==> config.mk <==
export PLATFORM = sky130hd
export DESIGN_NAME = irq_responder
export DESIGN_NICKNAME = d
export VERILOG_FILES = /design/src/rtl/irq_responder.sv
export SDC_FILE = /design/constraint.sdc
export NUM_CORES = 1
export LEC_CHECK = 0
export ABC_CLOCK_PERIOD_IN_PS = 2350
export CORE_ASPECT_RATIO = 2
export CORE_UTILIZATION = 50
export DETAILED_ROUTE_END_ITERATION = 10
export GPL_TIMING_DRIVEN = 0
export PLACE_DENSITY_LB_ADDON = 0.05
export SYNTH_ARGS = -nofsm -noshare
export SYNTH_HDL_FRONTEND = slang
export SYNTH_SLANG_ARGS = --single-unit
==> constraint.sdc <==
create_clock -name clk -period 2.35 [get_ports clk]
set_clock_uncertainty 0.1 [all_clocks]
set_input_delay 0.47 -clock clk [delete_from_list [all_inputs] [get_ports clk]]
set_output_delay 0.47 -clock clk [all_outputs]
set_load 0.02 [all_outputs]
==> src/rtl/irq_responder.sv <==
// irq_responder: CPU-side end of the interrupt handshake.
//
// Detects a rising edge on irq_req, redirects the PC to the interrupt vector at the
// next instruction boundary, saves the return address, and restores the PC on a
// return-from-interrupt. After the return, s_finished is held high for FINISH_CYCLES
// cycles so the controller can see that service has ended.
//
// Optional build macro IRQ_FLAGS_SAVE_EN: when defined, the ALU flags {z,c} are saved
// on vector entry and handed back (flags_load pulse) on return. When undefined, no
// flag register is built and flags_load/flags_out are tied low.
//
// Reset is synchronous and active-high.

module irq_responder #(
    parameter int unsigned ADDR_W        = 10,
    parameter int unsigned FINISH_CYCLES = 2
) (
    input  logic              clk,
    input  logic              reset,
    input  logic              irq_req,
    input  logic [ADDR_W-1:0] irq_vector,
    input  logic              instr_boundary,
    input  logic [ADDR_W-1:0] pc_return,
    input  logic              reti,
    input  logic [1:0]        flags_in,
    output logic              pc_load,
    output logic [ADDR_W-1:0] pc_target,
    output logic              s_finished,
    output logic              in_service,
    output logic              spurious_reti,
    output logic              flags_load,
    output logic [1:0]        flags_out
);

    // Counter reload value: FINISH lasts FINISH_CYCLES cycles (counts FINISH_CYCLES-1 .. 0).
    localparam logic [3:0] CntInit = 4'(FINISH_CYCLES - 1);

    typedef enum logic [1:0] {
        StIdle,
        StPending,
        StService,
        StFinish
    } state_e;

    state_e              state_q, state_d;
    logic                irq_q;
    logic [ADDR_W-1:0]   vec_q, vec_d;
    logic [ADDR_W-1:0]   ret_q, ret_d;
    logic                pend_q, pend_d;
    logic [ADDR_W-1:0]   pend_vec_q, pend_vec_d;
    logic [3:0]          cnt_q, cnt_d;
    logic                fin_q, fin_d;
    logic                spur_q, spur_d;
    logic                pc_load_q;

    logic                irq_edge;
    logic                ret_req;
    logic                flags_capture;
    logic                flags_restore;

    assign irq_edge = irq_req & ~irq_q;
    assign ret_req  = reti & instr_boundary;

    // Edge-detect register for irq_req.
    always_ff @(posedge clk) begin
        if (reset) begin
            irq_q <= 1'b0;
        end else begin
            irq_q <= irq_req;
        end
    end

    // FSM state and datapath registers.
    always_ff @(posedge clk) begin
        if (reset) begin
            state_q    <= StIdle;
            vec_q      <= '0;
            ret_q      <= '0;
            pend_q     <= 1'b0;
            pend_vec_q <= '0;
            cnt_q      <= '0;
            fin_q      <= 1'b0;
            spur_q     <= 1'b0;
            pc_load_q  <= 1'b0;
        end else begin
            state_q    <= state_d;
            vec_q      <= vec_d;
            ret_q      <= ret_d;
            pend_q     <= pend_d;
            pend_vec_q <= pend_vec_d;
            cnt_q      <= cnt_d;
            fin_q      <= fin_d;
            spur_q     <= spur_d;
            pc_load_q  <= pc_load;
        end
    end

    // Next-state logic and PC redirect outputs.
    always_comb begin
        state_d       = state_q;
        vec_d         = vec_q;
        ret_d         = ret_q;
        pend_d        = pend_q;
        pend_vec_d    = pend_vec_q;
        cnt_d         = cnt_q;
        fin_d         = fin_q;
        spur_d        = spur_q;
        pc_load       = 1'b0;
        pc_target     = '0;
        flags_capture = 1'b0;
        flags_restore = 1'b0;

        // A request arriving while busy is parked one deep; a later one overwrites it.
        if (irq_edge && (state_q != StIdle)) begin
            pend_d     = 1'b1;
            pend_vec_d = irq_vector;
        end

        case (state_q)
            StIdle: begin
                if (irq_edge) begin
                    vec_d   = irq_vector;
                    state_d = StPending;
                end
                if (ret_req) begin
                    spur_d = 1'b1;
                end
            end

            StPending: begin
                if (ret_req) begin
                    spur_d = 1'b1;
                end
                if (instr_boundary) begin
                    pc_load       = 1'b1;
                    pc_target     = vec_q;
                    ret_d         = pc_return;
                    flags_capture = 1'b1;
                    state_d       = StService;
                end
            end

            StService: begin
                // Skip a return right after the vector load so pc_load never fires twice in a row.
                if (ret_req && !pc_load_q) begin
                    pc_load       = 1'b1;
                    pc_target     = ret_q;
                    fin_d         = 1'b1;
                    cnt_d         = CntInit;
                    flags_restore = 1'b1;
                    state_d       = StFinish;
                end
            end

            StFinish: begin
                if (cnt_q == 4'd0) begin
                    fin_d = 1'b0;
                    // An edge in this very cycle is newer than anything parked, so it wins.
                    if (pend_q || irq_edge) begin
                        vec_d   = irq_edge ? irq_vector : pend_vec_q;
                        pend_d  = 1'b0;
                        state_d = StPending;
                    end else begin
                        state_d = StIdle;
                    end
                end else begin
                    cnt_d = cnt_q - 4'd1;
                end
            end

            default: begin
                state_d = StIdle;
            end
        endcase
    end

    // Status outputs; in_service falls together with s_finished on leaving FINISH.
    always_comb begin
        s_finished    = fin_q;
        in_service    = (state_q == StService) || (state_q == StFinish);
        spurious_reti = spur_q;
    end

`ifdef IRQ_FLAGS_SAVE_EN
    logic [1:0] flags_q;

    // Saved ALU flags, captured on vector entry and held until the next entry.
    always_ff @(posedge clk) begin
        if (reset) begin
            flags_q <= 2'b00;
        end else if (flags_capture) begin
            flags_q <= flags_in;
        end
    end

    assign flags_out  = flags_q;
    assign flags_load = flags_restore;
`else
    logic unused_flags;

    assign unused_flags = ^{flags_in, flags_capture, flags_restore};
    assign flags_out    = 2'b00;
    assign flags_load   = 1'b0;
`endif

endmodule

==> impl_metrics.json, run 1 <==
{
  "clock_path_buffers": 2,
  "worst_ep_arrival_time_ns": 1.70,
  "multi_input_area_sq_mm": 0.00109,
  "ctsRootBufferMaster": "sky130_fd_sc_hd__clkbuf_8",
  "crit_path_cell_trace": "buf_4 > ha_4 > and2_1 > clkbuf_8 > a22oi_1 > nor2b_1 > buf_2",
  "route.met2.wl_um": 3010,
  "cts_max_level": 2,
  "wire_length_of_the_first_global_routing_pass_um": 8750,
  "worst_slack_ns": 0.0768,
  "finish.cell_count_without_fillers": 340,
  "clk_pin_slew_worst_paths_ns": 0.07,
  "n_antenna_cell": 0,
  "worst-endpoint-required_ns": 1.78,
  "power.static_leakage_nw": 1.03,
  "worst_path_max_delay_cell": "sky130_fd_sc_hd__dfxtp_4",
  "wl_met3_um": 127,
  "dr.first_iter.drc_count": 37,
  "routed_wire_length_per_instance_um": 15.2,
  "iteration_count_of_the_initial_detailed_routing_pass": 4,
  "worst-setup-path-type": "reg2out",
  "postRouteWirelength_um": 5180,
  "critPathMaxFanout": 10,
  "worst_ir_drop_vdd_uv": 709,
  "async_reset_ff_share_pct": 0,
  "area_growth_syn_to_layout_pct": 29.0,
  "totalNegativeSetupSlack_ns": 0,
  "core_area_sq_mm": 0.00380,
  "detailed_place_hpwl_um": 3880,
  "tightestPinTransition_ns": 0.749,
  "nets": 321,
  "drc": 0,
  "yosysUniqueCellTypes": 35,
  "postLayoutCellArea_sq_mm": 0.00255,
  "worstSetupStartpointType": "flop",
  "sequential_area_sq_um": 828,
  "synth_area_sq_mm": 0.00198,
  "power.density_mw_per_mm2": 895,
  "finalPower_mw": 2.29,
  "grt_remaining_overflow": 0,
  "crit_path_max_incr_delay_ns": 0.36,
  "clock_insertion_delay_worst_skew_ns": 0.30,
  "worst_hold_path_type": "reg2reg",
  "ys_warns": 0,
  "share_of_post_route_cells_with_drive_strength_above_1_pct": 15.6,
  "cts_tree": "built",
  "viasPerCell": 5.55,
  "fraction_of_the_yosys_area_taken_by_sequential_cells_pct": 41.5,
  "post_dp_cell_area_sq_mm": 0.00243,
  "postRouteAntennaNets": 0,
  "number_of_clock_sinks": 41,
  "std_cell_rows": 32,
  "timing.hold.ws_ns": 0.349,
  "synth_seq_cells": 41,
  "max_cap_viol_count": 0,
  "synthFlopType": "sky130_fd_sc_hd__dfxtp_1",
  "cts-buffers-inserted": 5,
  "place_worst_setup_slack_ns": -0.900,
  "die_y_um": 91.0,
  "grt_setup_unrepaired": "no",
  "die_width_um": 46.5,
  "first_global_vias": 1913,
  "placement.io_buffers": 38,
  "design.die.area_sq_mm": 0.00423,
  "max_slew_margin_pct": 49.7,
  "end_kind": "output port",
  "timing.final.crit_share_pct": 96.7,
  "crit_family": "buffers and inverters",
  "grtUsageTotal_pct": 28.2,
  "grt_max_degree": 13,
  "gpl.final_weighted_congestion": 0.884,
  "highest_routed_layer": "met4",
  "crit_buf_inv": 3,
  "period_needed_ns": 2.27,
  "synth-edff-count": 0,
  "dp_cells": 330,
  "ios": 44,
  "fillerInstances": 343,
  "final-max-slew-violation-count": 0,
  "post-route-util_pct": 67.1,
  "floorplan.initialDensity_pct": 52.0,
  "post_synth.cell_area_avg_sq_um": 8.28,
  "met1_length_um": 1910,
  "postSynthCellCount": 239,
  "grt_antenna_before_repair": 0,
  "total_number_of_vias": 1886,
  "timing.final.hold_violations": 0,
  "max_freq_ghz": 0.440,
  "status": "complete, no violations",
  "setup_viol": 0
}
tightest hold or removal path: cells and delay by family, from the launching register on:
family	cells	cell delay [ns]
compound gates	1	0.05
buf+inv	1	0.05
flops	1	0.31
cell usage in the layout, fill, tap and decap left out, types with 4 or more instances in the layout:
| master | Yosys | layout |
|---|---|---|
| sky130_fd_sc_hd__buf_4 | 3 | 7 |
| sky130_fd_sc_hd__clkbuf_8 | 0 | 6 |
| sky130_fd_sc_hd__nand2b_1 | 5 | 5 |
| sky130_fd_sc_hd__nor2b_1 | 12 | 12 |
| sky130_fd_sc_hd__inv_1 | 9 | 7 |
| sky130_fd_sc_hd__ha_1 | 6 | 4 |
| sky130_fd_sc_hd__nand2_1 | 33 | 33 |
| sky130_fd_sc_hd__buf_2 | 3 | 11 |
| sky130_fd_sc_hd__clkbuf_1 | 12 | 10 |
| sky130_fd_sc_hd__dfxtp_1 | 41 | 39 |
| sky130_fd_sc_hd__o31ai_1 | 12 | 12 |
| sky130_fd_sc_hd__o21ai_0 | 16 | 16 |
| sky130_fd_sc_hd__mux2i_1 | 10 | 10 |
| sky130_fd_sc_hd__clkdlybuf4s50_1 | 0 | 24 |
| sky130_fd_sc_hd__a22oi_2 | 0 | 4 |
| sky130_fd_sc_hd__a22oi_1 | 10 | 6 |
| sky130_fd_sc_hd__a21oi_1 | 37 | 37 |
cells by family (layout without fill, tap and decap cells):
| group | after synthesis | in the layout | synth area share (%) |
|---|---|---|---|
| other | 1 | 3 | 0.189 |
| adder cells (fa/ha/maj) | 6 | 6 | 3.79 |
| buffers and inverters | 28 | 76 | 6.07 |
| AND/OR/NAND/NOR | 70 | 70 | 18.5 |
| AO/OA/AOI/OAI | 83 | 83 | 25.0 |
| multiplexers | 10 | 10 | 5.06 |
| flip-flops | 41 | 41 | 41.5 |
state kept, by name, indices dropped and copies added (netlist names):
signal         flops
pend_q             1
irq_q              1
state_q            2
cnt_q              4
s_finished         1
ret_q             10
pc_load_q          1
vec_q             10
spurious_reti      1
pend_vec_q        10
final timing paths:
check	start	end	slack [ns]	depth (start not counted)
worst min-delay path	spurious_reti	spurious_reti	0.35	2
worst max-delay path	state_q[0]	pc_target[3]	0.08	7
worst max register to register	cnt_q[0]	vec_q[0]	0.40	7
worst min register to register	spurious_reti	spurious_reti	0.35	2
cell type report:
| cell class | instances | area share, % |
|---|---|---|
| Timing Repair Buffer | 40 | 13.4 |
| Clock buffer | 6 | 2.84 |
| Tap cell | 51 | 2.50 |
| Clock inverter | 2 | 0.392 |
| Multi-Input combinational cell | 172 | 42.8 |
| Sequential cell | 41 | 32.4 |
| Inverter | 9 | 1.32 |
| Buffer | 19 | 4.36 |
per-layer routing:
layer	up-vias	global-route usage, %
met2	39	52.0
li1	941	-
met1	893	28.4
met4	0	11.8
met3	13	4.17
met5	-	0
repair_timing:
item	in CTS	in global routing
setup buffers	1	1
cloned	0	0
endpoints found under the setup margin	12	9
pin swaps	1	0
gates resized for setup	61	12
hold buffers	0	0
cell usage after synthesis, drive strengths merged (4+ instances only):
cell / count / area [sq um]
dfxtp: 41 / 821
a21oi: 38 / 194
nand2: 33 / 124
o21ai: 16 / 80.1
clkbuf: 12 / 45.0
nor2b: 12 / 75.1
o31ai: 12 / 90.1
a22oi: 10 / 75.1
mux2i: 10 / 100
inv: 9 / 33.8
buf: 7 / 41.3
ha: 6 / 75.1
nand2b: 5 / 31.3
and2: 4 / 25.0
where the power goes:
part	internal [mW]	switching [mW]	total, mW
Sequential	0.837	0.0920	0.929
Combinational	0.388	0.516	0.903
Clock	0.206	0.248	0.454
Note: power is estimated with default switching activity, not from simulation.
==> run 2: changes to the inputs <==
- CORE_UTILIZATION: 50 -> 52
- CTS_BUF_LIST: not set -> sky130_fd_sc_hd__clkbuf_4 sky130_fd_sc_hd__clkbuf_8
==> run 2 against run 1 <==
Effect of this change:
- register-to-register slack worse by 0.12 ns
- non-clock buffer count unchanged
- sequential share of layout area grew 0.34 points
- cell area is 1.3% lower
- final cell count down 0.59%
- utilization is 2.0 points higher
- maximum frequency decreased by 2.4%
- global-route usage is 1.4 points lower
- first-iteration DRC count decreased by 5.4%
- routed wire length decreased by 1.6%
- via count down 0.42%
==> impl_metrics.json, run 2 (synthesis results as in run 1) <==
{
  "status": "complete, no violations",
  "totalNegativeSetupSlack_ns": 0,
  "dp_cells": 328,
  "period_needed_ns": 2.33,
  "cts_tree": "built",
  "cts-buffers-inserted": 5,
  "ctsRootBufferMaster": "sky130_fd_sc_hd__clkbuf_8",
  "critPathMaxFanout": 10,
  "max_cap_viol_count": 0,
  "pwr-share-clk_pct": 21.0,
  "first_global_vias": 1806,
  "clock_insertion_delay_worst_skew_ns": 0.30,
  "reg_top3": "pend_vec_q: 10 flops, ret_q: 10 flops, vec_q: 10 flops",
  "power.static_leakage_nw": 1.02,
  "end_kind": "output port",
  "crit_family": "buffers and inverters",
  "seq_power_share_pct": 41.1,
  "crit_buf_inv": 3,
  "timing.final.hold_violations": 0,
  "power.density_mw_per_mm2": 894,
  "grtUsageTotal_pct": 26.8,
  "routed_wire_length_per_instance_um": 15.1,
  "power_report.internal_total_mw": 1.42,
  "placement.io_buffers": 38,
  "worst-setup-path-type": "reg2out",
  "post-route-util_pct": 69.1,
  "worst_path_max_delay_cell": "sky130_fd_sc_hd__dfxtp_2",
  "postRouteAntennaNets": 0,
  "nets": 321,
  "grt_max_degree": 14,
  "iteration_count_of_the_initial_detailed_routing_pass": 4,
  "clock_path_buffers": 2,
  "number_of_clock_sinks": 41,
  "cts_max_level": 2,
  "n_antenna_cell": 0,
  "worst-endpoint-required_ns": 1.78,
  "detailed_place_hpwl_um": 3680,
  "floorplan.initialDensity_pct": 54.3,
  "worst_slack_ns": 0.0218,
  "tightestPinTransition_ns": 0.758,
  "drc": 0,
  "p_sw_share_pct": 36.7,
  "worst_ir_drop_vdd_uv": 674,
  "timing.hold.ws_ns": 0.354,
  "share_of_post_route_cells_with_drive_strength_above_1_pct": 14.9,
  "die_width_um": 45.6,
  "total_number_of_vias": 1878,
  "crit_path_cell_trace": "inv_2 > ha_4 > and4b_2 > clkbuf_8 > a22oi_1 > nor2b_1 > buf_4",
  "place_worst_setup_slack_ns": -0.852,
  "core_area_sq_mm": 0.00365,
  "final-max-slew-violation-count": 0,
  "comb_power_share_pct": 38.0,
  "clk_pin_slew_worst_paths_ns": 0.08,
  "viasPerCell": 5.56,
  "die_y_um": 89.3,
  "max_slew_margin_pct": 49.0,
  "worst_ep_arrival_time_ns": 1.76,
  "crit_path_max_incr_delay_ns": 0.37,
  "grt_setup_unrepaired": "yes",
  "finalPower_mw": 2.25,
  "setup_viol": 0,
  "design.die.area_sq_mm": 0.00407,
  "finish.cell_count_without_fillers": 338,
  "dr.first_iter.drc_count": 35,
  "gpl.final_weighted_congestion": 0.818,
  "postRouteWirelength_um": 5100,
  "postLayoutCellArea_sq_mm": 0.00252,
  "worst_hold_path_type": "reg2reg",
  "area_growth_syn_to_layout_pct": 27.3,
  "grt_remaining_overflow": 0,
  "layout.cells.most_common_list": "sky130_fd_sc_hd__dfxtp_1 (39), sky130_fd_sc_hd__a21oi_1 (37), sky130_fd_sc_hd__nand2_1 (33)",
  "std_cell_rows": 31,
  "timing.final.crit_share_pct": 99.1,
  "max_freq_ghz": 0.430,
  "worstSetupStartpointType": "flop",
  "ios": 44,
  "final_common_cell": "sky130_fd_sc_hd__dfxtp_1",
  "postCtsHoldBufs": 0,
  "post_dp_cell_area_sq_mm": 0.00243,
  "wire_length_of_the_first_global_routing_pass_um": 7760,
  "p_sw_mw": 0.827,
  "grt_antenna_before_repair": 0
}
-- run 2: changes by cell type in the layout (fill, tap and decap cells not counted), moves of 2 or more --
cell / before / now
sky130_fd_sc_hd__a22oi_2: 4 / 0
sky130_fd_sc_hd__clkinv_2: 2 / 0
sky130_fd_sc_hd__a22oi_1: 6 / 10
sky130_fd_sc_hd__clkinvlp_4: 0 / 2
-- run 2: worst register-to-register path, stage by stage (launching register included) --
cell                       delay [ns]
sky130_fd_sc_hd__dfxtp_2         0.35
sky130_fd_sc_hd__buf_4           0.14
sky130_fd_sc_hd__ha_1            0.22
sky130_fd_sc_hd__buf_2           0.19
sky130_fd_sc_hd__nand2b_1        0.16
sky130_fd_sc_hd__a21oi_1         0.18
sky130_fd_sc_hd__buf_1           0.37
sky130_fd_sc_hd__o31ai_1         0.14
sky130_fd_sc_hd__a21oi_1         0.16
-- run 2: path summary, 6_finish.rpt --
path / start / to / slack, ns / depth (start not counted)
worst max-delay path: state_q[0] / pc_target[2] / 0.02 / 7
worst min-delay path: spurious_reti / spurious_reti / 0.35 / 2
worst max register to register: state_q[0] / vec_q[1] / 0.28 / 8
worst min register to register: spurious_reti / spurious_reti / 0.35 / 2
-- run 2: metal layers --
layer | share of wire (%) | global-route usage [%] | vias up
li1 | - | - | 934
met1 | 36 | 25.5 | 885
met2 | 57 | 50.9 | 44
met3 | 2.3 | 4.44 | 15
met4 | 4.4 | 14.0 | 0
met5 | 0 | 0 | -
-- run 2: area by class of cell --
class                      instances  area (sq um)
buffer                            19           105
clock buffer                       6          76.3
clock inverter                     2          15.0
fill                             351          1130
inverter                           9          33.8
multi-input combinational        172          1060
sequential                        41           826
tap                               49          61.3
timing repair buffer              40           338
-- run 2: power groups by stage --
stage / Combinational [mW] / Clock (mW) / Sequential [mW]
2_1_floorplan: 0.575 / 0 / 0.903
3_3_place_gp: 0.806 / 0 / 0.925
3_5_place_dp: 0.814 / 0 / 0.928
4_1_cts: 0.844 / 0.481 / 0.921
5_1_grt: 0.945 / 0.504 / 0.933
6_report: 0.855 / 0.473 / 0.925
-- run 2: repair_timing --
item,in CTS,in global routing
gates resized for setup,61,8
pin swaps,2,0
endpoints found under the setup margin,12,12
gates cloned,0,0
setup buffers,2,0
endpoints found under the hold margin,0,0
